[src/rtl/axi_slv_rd_mem.sv]
// Memory-side read backend: decodes per-beat read requests onto a synchronous SRAM port
// and returns in-order results with fixed latency MEM_LAT (+1 when OUT_REG).
`ifndef AXI_DATA_WIDTH
`define AXI_DATA_WIDTH 32
`endif
`ifndef AXI_ADDR_WIDTH
`define AXI_ADDR_WIDTH 32
`endif

module axi_slv_rd_mem #(
    parameter int unsigned                MEM_DEPTH = 1024,
    parameter int unsigned                MEM_LAT   = 1,
    parameter int unsigned                OUT_REG   = 1,
    parameter logic [`AXI_ADDR_WIDTH-1:0] BASE_ADDR = '0
) (
    input  logic                                      clk,
    input  logic                                      rst_n,
    input  logic                                      rd_req_en,
    input  logic [`AXI_ADDR_WIDTH-1:0]                rd_base_addr,
    output logic                                      rd_result_en,
    output logic [`AXI_DATA_WIDTH-1:0]                rd_result_data,
    output logic                                      rd_result_err,
    output logic                                      mem_cs,
    output logic [$clog2(MEM_DEPTH)-1:0]              mem_addr,
    input  logic [`AXI_DATA_WIDTH-1:0]                mem_rdata,
    output logic [$clog2(MEM_LAT+OUT_REG+1)+1-1:0]    ost_cnt
);

    localparam int unsigned DW  = `AXI_DATA_WIDTH;
    localparam int unsigned AW  = `AXI_ADDR_WIDTH;
    localparam int unsigned IW  = $clog2(MEM_DEPTH);
    localparam int unsigned BSH = $clog2(DW / 8);
    localparam int unsigned LT  = MEM_LAT + OUT_REG;
    localparam int unsigned CW  = $clog2(LT + 1) + 1;

    if (MEM_LAT < 1 || MEM_LAT > 4) begin : g_bad_lat
        $error("axi_slv_rd_mem: MEM_LAT must be in 1..4");
    end

    // Address decode: word index relative to BASE_ADDR, sub-word bits dropped.
    logic [AW-1:0] off_c;
    logic [AW-1:0] idx_c;
    logic          in_range_c;

    always_comb begin
        off_c      = rd_base_addr - BASE_ADDR;
        idx_c      = off_c >> BSH;
        in_range_c = (rd_base_addr >= BASE_ADDR) && (idx_c < AW'(MEM_DEPTH));
    end

    assign mem_cs   = rd_req_en & in_range_c;
    assign mem_addr = idx_c[IW-1:0];

    // Tracking pipeline aligned with the SRAM read latency.
    logic [MEM_LAT-1:0] pv_q, pv_d;
    logic [MEM_LAT-1:0] pe_q, pe_d;
    logic               last_v;
    logic               last_e;

    always_comb begin
        pv_d = MEM_LAT'({pv_q, rd_req_en});
        pe_d = MEM_LAT'({pe_q, rd_req_en & ~in_range_c});
    end

    assign last_v = pv_q[MEM_LAT-1];
    assign last_e = pe_q[MEM_LAT-1];

    logic [CW-1:0] ost_q, ost_d;

    always_comb begin
        ost_d = ost_q;
        if (rd_req_en && !rd_result_en) begin
            ost_d = ost_q + CW'(1);
        end else if (!rd_req_en && rd_result_en) begin
            ost_d = ost_q - CW'(1);
        end
    end

    assign ost_cnt = ost_q;

    always_ff @(posedge clk or negedge rst_n) begin
        if (!rst_n) begin
            pv_q  <= '0;
            pe_q  <= '0;
            ost_q <= '0;
        end else begin
            pv_q  <= pv_d;
            pe_q  <= pe_d;
            ost_q <= ost_d;
        end
    end

    if (OUT_REG != 0) begin : g_oreg
        logic          res_en_q, res_en_d;
        logic          res_err_q, res_err_d;
        logic [DW-1:0] res_data_q, res_data_d;

        // Data only updates on a valid beat so it holds between results.
        always_comb begin
            res_en_d   = last_v;
            res_err_d  = last_v & last_e;
            res_data_d = res_data_q;
            if (last_v) begin
                res_data_d = last_e ? '0 : mem_rdata;
            end
        end

        always_ff @(posedge clk or negedge rst_n) begin
            if (!rst_n) begin
                res_en_q   <= 1'b0;
                res_err_q  <= 1'b0;
                res_data_q <= '0;
            end else begin
                res_en_q   <= res_en_d;
                res_err_q  <= res_err_d;
                res_data_q <= res_data_d;
            end
        end

        assign rd_result_en   = res_en_q;
        assign rd_result_err  = res_err_q;
        assign rd_result_data = res_data_q;
    end else begin : g_comb
        assign rd_result_en   = last_v;
        assign rd_result_err  = last_v & last_e;
        assign rd_result_data = (last_v & ~last_e) ? mem_rdata : '0;
    end

endmodule
[config.mk]
export PLATFORM = sky130hd
export DESIGN_NAME = axi_slv_rd_mem
export DESIGN_NICKNAME = d
export VERILOG_FILES = /design/src/rtl/axi_slv_rd_mem.sv
export SDC_FILE = /design/constraint.sdc
export NUM_CORES = 1
export LEC_CHECK = 0
export CORE_AREA = 8 8 77 79
export CTS_CLUSTER_DIAMETER = 150
export DETAILED_ROUTE_END_ITERATION = 10
export DIE_AREA = 0 0 85 87
export PLACE_DENSITY = 0.83
export REMOVE_ABC_BUFFERS = 1
export SLEW_MARGIN = 15
export SYNTH_ARGS = -nofsm -noshare
export SYNTH_HDL_FRONTEND = slang
export SYNTH_SLANG_ARGS = --single-unit
[constraint.sdc]
create_clock -name clk -period 2.9 [get_ports clk]
set_input_delay 0.435 -clock clk [delete_from_list [all_inputs] [get_ports clk]]
set_output_delay 0.435 -clock clk [all_outputs]
set_load 0.01 [all_outputs]
==> impl_metrics.prom <==
# TYPE chip_impl_metric gauge
chip_impl_info{name="mostFrequentLayoutCells",value="clkdlybuf4s50_1 (91), dfrtp_1 (38), inv_1 (35)"} 1
chip_impl_metric{name="setup_tns",unit="ps"} 0
chip_impl_metric{name="synthesis.area_per_instance",unit="um2"} 10.1
chip_impl_metric{name="total_clock_buffers_created_by_cts",unit=""} 5
chip_impl_metric{name="clkLatencyLatePin",unit="ps"} 280
chip_impl_metric{name="grt.overflow.total",unit=""} 0
chip_impl_metric{name="synth.cell_area",unit="mm2"} 0.00176
chip_impl_metric{name="number_of_buffers_on_the_longest_clock_path",unit=""} 2
chip_impl_metric{name="synth_edf_count",unit=""} 0
chip_impl_metric{name="timing.final.hold_violations",unit=""} 0
chip_impl_metric{name="power_density_of_the_placed_cells",unit="mW/mm2"} 508
chip_impl_metric{name="rows",unit=""} 26
chip_impl_metric{name="die_width",unit="um"} 85
chip_impl_metric{name="power.leakage",unit="uW"} 0.00114
chip_impl_metric{name="worst-path-max-fanout",unit=""} 2
chip_impl_info{name="worst_setup_path_start_kind",value="primary input"} 1
chip_impl_metric{name="post_cts_resize_count",unit=""} 0
chip_impl_metric{name="antenna_cells",unit=""} 0
chip_impl_metric{name="num-nets-final",unit=""} 322
chip_impl_metric{name="grt_max_degree",unit=""} 67
chip_impl_metric{name="start_util",unit=""} 0.363
chip_impl_metric{name="post_cts.repair.setup_buffers",unit=""} 0
chip_impl_info{name="timing.critical_path.from",value="rd_base_addr[23]"} 1
chip_impl_info{name="crit_chain",value="clkdlybuf4s50_1, nor4_1, and3_1, and4_1, clkdlybuf4s50_1"} 1
chip_impl_metric{name="filler_cells_inserted",unit=""} 427
chip_impl_metric{name="arrival",unit="ps"} 2060
chip_impl_info{name="min-delay-path-class",value="primary input to async pin"} 1
chip_impl_metric{name="regToRegSetupSlack",unit="ps"} 1360
chip_impl_info{name="worst_r2r_startpoint",value="rd_result_en$_DFF_PN0_"} 1
chip_impl_metric{name="initialDrtViolationCount",unit=""} 52
chip_impl_metric{name="fin_crit_sh",unit=""} 0.862
chip_impl_info{name="most_frequently_used_flop_master_after_synthesis",value="dfrtp_1"} 1
chip_impl_metric{name="dr_total_vias",unit=""} 1447
chip_impl_metric{name="detailedPlacementHpwl",unit="mm"} 3.37
chip_impl_metric{name="wire_length_per_cell",unit="um"} 15.0
chip_impl_info{name="critical_path.reg2reg.endpoint",value="ost_cnt[2]$_DFFE_PN0P_"} 1
chip_impl_info{name="tritoncts",value="built"} 1
chip_impl_metric{name="die_area",unit="mm2"} 0.00740
chip_impl_metric{name="crit_buf_inv",unit=""} 2
chip_impl_metric{name="drt_drc_violations_left",unit=""} 0
chip_impl_info{name="endpoint",value="mem_cs"} 1
chip_impl_metric{name="fin_worst_skew",unit="ps"} 4.29
chip_impl_info{name="crit_path_top_delay_cell",value="clkdlybuf4s50_1"} 1
chip_impl_metric{name="fp.coreArea",unit="mm2"} 0.00485
chip_impl_metric{name="max_cap_viol_count",unit=""} 0
chip_impl_info{name="critical_path.top_delay_family",value="buffers and inverters"} 1
chip_impl_metric{name="cp_data_required_time",unit="ps"} 2470
chip_impl_metric{name="finalWirelength",unit="mm"} 4.64
chip_impl_metric{name="drt_pre_antenna_iters",unit=""} 3
chip_impl_metric{name="final_antenna_net_count",unit=""} 0
chip_impl_metric{name="track_usage",unit=""} 0.124
chip_impl_metric{name="port_buffers",unit=""} 92
chip_impl_metric{name="ios",unit=""} 115
chip_impl_metric{name="vias_per_cell",unit=""} 4.67
chip_impl_metric{name="max_clock_freq",unit="GHz"} 0.400
chip_impl_metric{name="synthDistinctLibCells",unit=""} 18
chip_impl_metric{name="htree_levels",unit=""} 2
chip_impl_metric{name="period_needed",unit="ps"} 2500
chip_impl_metric{name="first_global_vias",unit=""} 1629
chip_impl_info{name="run_status",value="finished clean"} 1
chip_impl_metric{name="power",unit="uW"} 1380
chip_impl_metric{name="cts.reportedPaths.clkPinSlew",unit="ps"} 70
chip_impl_metric{name="floorplan.die.height",unit="um"} 87
chip_impl_metric{name="final-max-slew-violation-count",unit=""} 0
chip_impl_metric{name="vdd.ir_drop.worst",unit="uV"} 233
chip_impl_metric{name="critPathMaxStageDelay",unit="ps"} 540
chip_impl_metric{name="ys_ff_latch",unit=""} 39
chip_impl_metric{name="gp_congestion",unit=""} 0.679
chip_impl_info{name="crit_path_frequent_cell",value="clkdlybuf4s50_1"} 1
chip_impl_metric{name="number_of_antenna_violations_at_the_first_check_in_global_routing",unit=""} 0
chip_impl_metric{name="multiInputGateArea",unit="um2"} 533
chip_impl_metric{name="slew_headroom",unit=""} 0.362
chip_impl_metric{name="wire_length_of_the_first_global_routing_pass",unit="mm"} 7.34
chip_impl_metric{name="post_route_cells_drive_above_1_share",unit=""} 0.0394
chip_impl_metric{name="critical_path_cell_count",unit=""} 5
chip_impl_metric{name="setup-violations-final",unit=""} 0
chip_impl_metric{name="syn-instance-count",unit=""} 174
chip_impl_metric{name="worst_pin_slew",unit="ps"} 957
chip_impl_metric{name="clkSinkCount",unit=""} 39
chip_impl_info{name="critical_path_class",value="primary input to output pin"} 1
chip_impl_info{name="clk_root_buffer_cell",value="clkbuf_8"} 1
chip_impl_metric{name="synth_sequential_area_ratio",unit=""} 0.554
chip_impl_metric{name="seqCellArea",unit="um2"} 977
chip_impl_metric{name="area_delta_synth_final",unit="%"} 54.9
chip_impl_metric{name="ys_async_sr_fraction",unit=""} 1.00
chip_impl_metric{name="hold_buffers",unit=""} 0
chip_impl_metric{name="reg2regPathDepth",unit=""} 7
chip_impl_info{name="endpoint_kind",value="output pin"} 1
chip_impl_metric{name="synth_warnings",unit=""} 0
chip_impl_info{name="layout.cells.most_common",value="clkdlybuf4s50_1"} 1
chip_impl_info{name="grt_setup_unrepaired",value="false"} 1
==> per-stage QoR <==
step           std cells  setup WS (ps)  cell area [um2]   util  hold WS [ps]
2_1_floorplan        154           1400             1640      -           139
3_3_place_gp         302            408             2630  0.542           458
3_5_place_dp         302            387             2630  0.542           458
4_1_cts              310            377             2730  0.563           288
5_1_grt              310            305             2730  0.563           343
6_report             310            401             2730  0.563           258
==> sequential cells by signal (all words and copies together), names as in the netlist <==
name,count
last_e,1
ost_cnt,3
rd_result_data,32
g_oreg.res_en_d,1
rd_result_en,1
rd_result_err,1
==> cells in the mapped netlist (2+ instances only) <==
library cell | n | share of area
buf_2 | 3 | 0.0085
buf_4 | 11 | 0.047
clkbuf_1 | 6 | 0.013
dfrtp_1 | 39 | 0.55
inv_1 | 35 | 0.075
nand3b_1 | 32 | 0.14
nor4_1 | 5 | 0.018
o21ai_0 | 32 | 0.091
xor2_1 | 2 | 0.010
==> how the worst min path moves through the flow <==
stage                                          end                   start
floorplan                g_oreg.res_en_d$_DFF_PN0_                   rst_n
global placement            ost_cnt[2]$_DFFE_PN0P_  ost_cnt[2]$_DFFE_PN0P_
detailed placement          ost_cnt[2]$_DFFE_PN0P_  ost_cnt[2]$_DFFE_PN0P_
CTS                  rd_result_data[6]$_DFFE_PN0P_                   rst_n
global route        rd_result_data[31]$_DFFE_PN0P_                   rst_n
finish               rd_result_data[7]$_DFFE_PN0P_                   rst_n
==> cell type report <==
class	count	share of cell area
inverter	35	0.0482
clock buffer	8	0.0367
sequential	39	0.358
tap	56	0.0257
multi-input combinational	80	0.195
timing repair buffer	92	0.336
==> report_power, final <==
group	leakage (uW)	switching, uW	internal [uW]
Combinational	0.000591	114	213
Clock	0.0000515	180	217
Sequential	0.000498	57.2	604
Total	0.00114	351	1030
==> worst register-to-register path: stages, from the launching register on <==
cell     delay [ps]
dfrtp_1         390
inv_1            60
ha_1            170
inv_1            60
fa_1            370
xor2_1          150
nor2_1          110
xor2_1          160
==> metal layers <==
| layer | track usage | routed length [um] |
|---|---|---|
| met2 | 0.207 | 2170 |
| met1 | 0.129 | 1950 |
| met5 | 0 | 0 |
| met4 | 0.0485 | 16 |
| met3 | 0.0651 | 500 |
==> kinds of logic after synthesis <==
family / synth area share
AOI/OAI and AO/OA: 0.0945
xor gates and xnor gates: 0.0149
adders and majority gates: 0.0185
buffers and inverters: 0.143
DFF: 0.554
muxes: 0.00640
and+or+nand+nor: 0.168
Power figures use the tool's default switching activity.
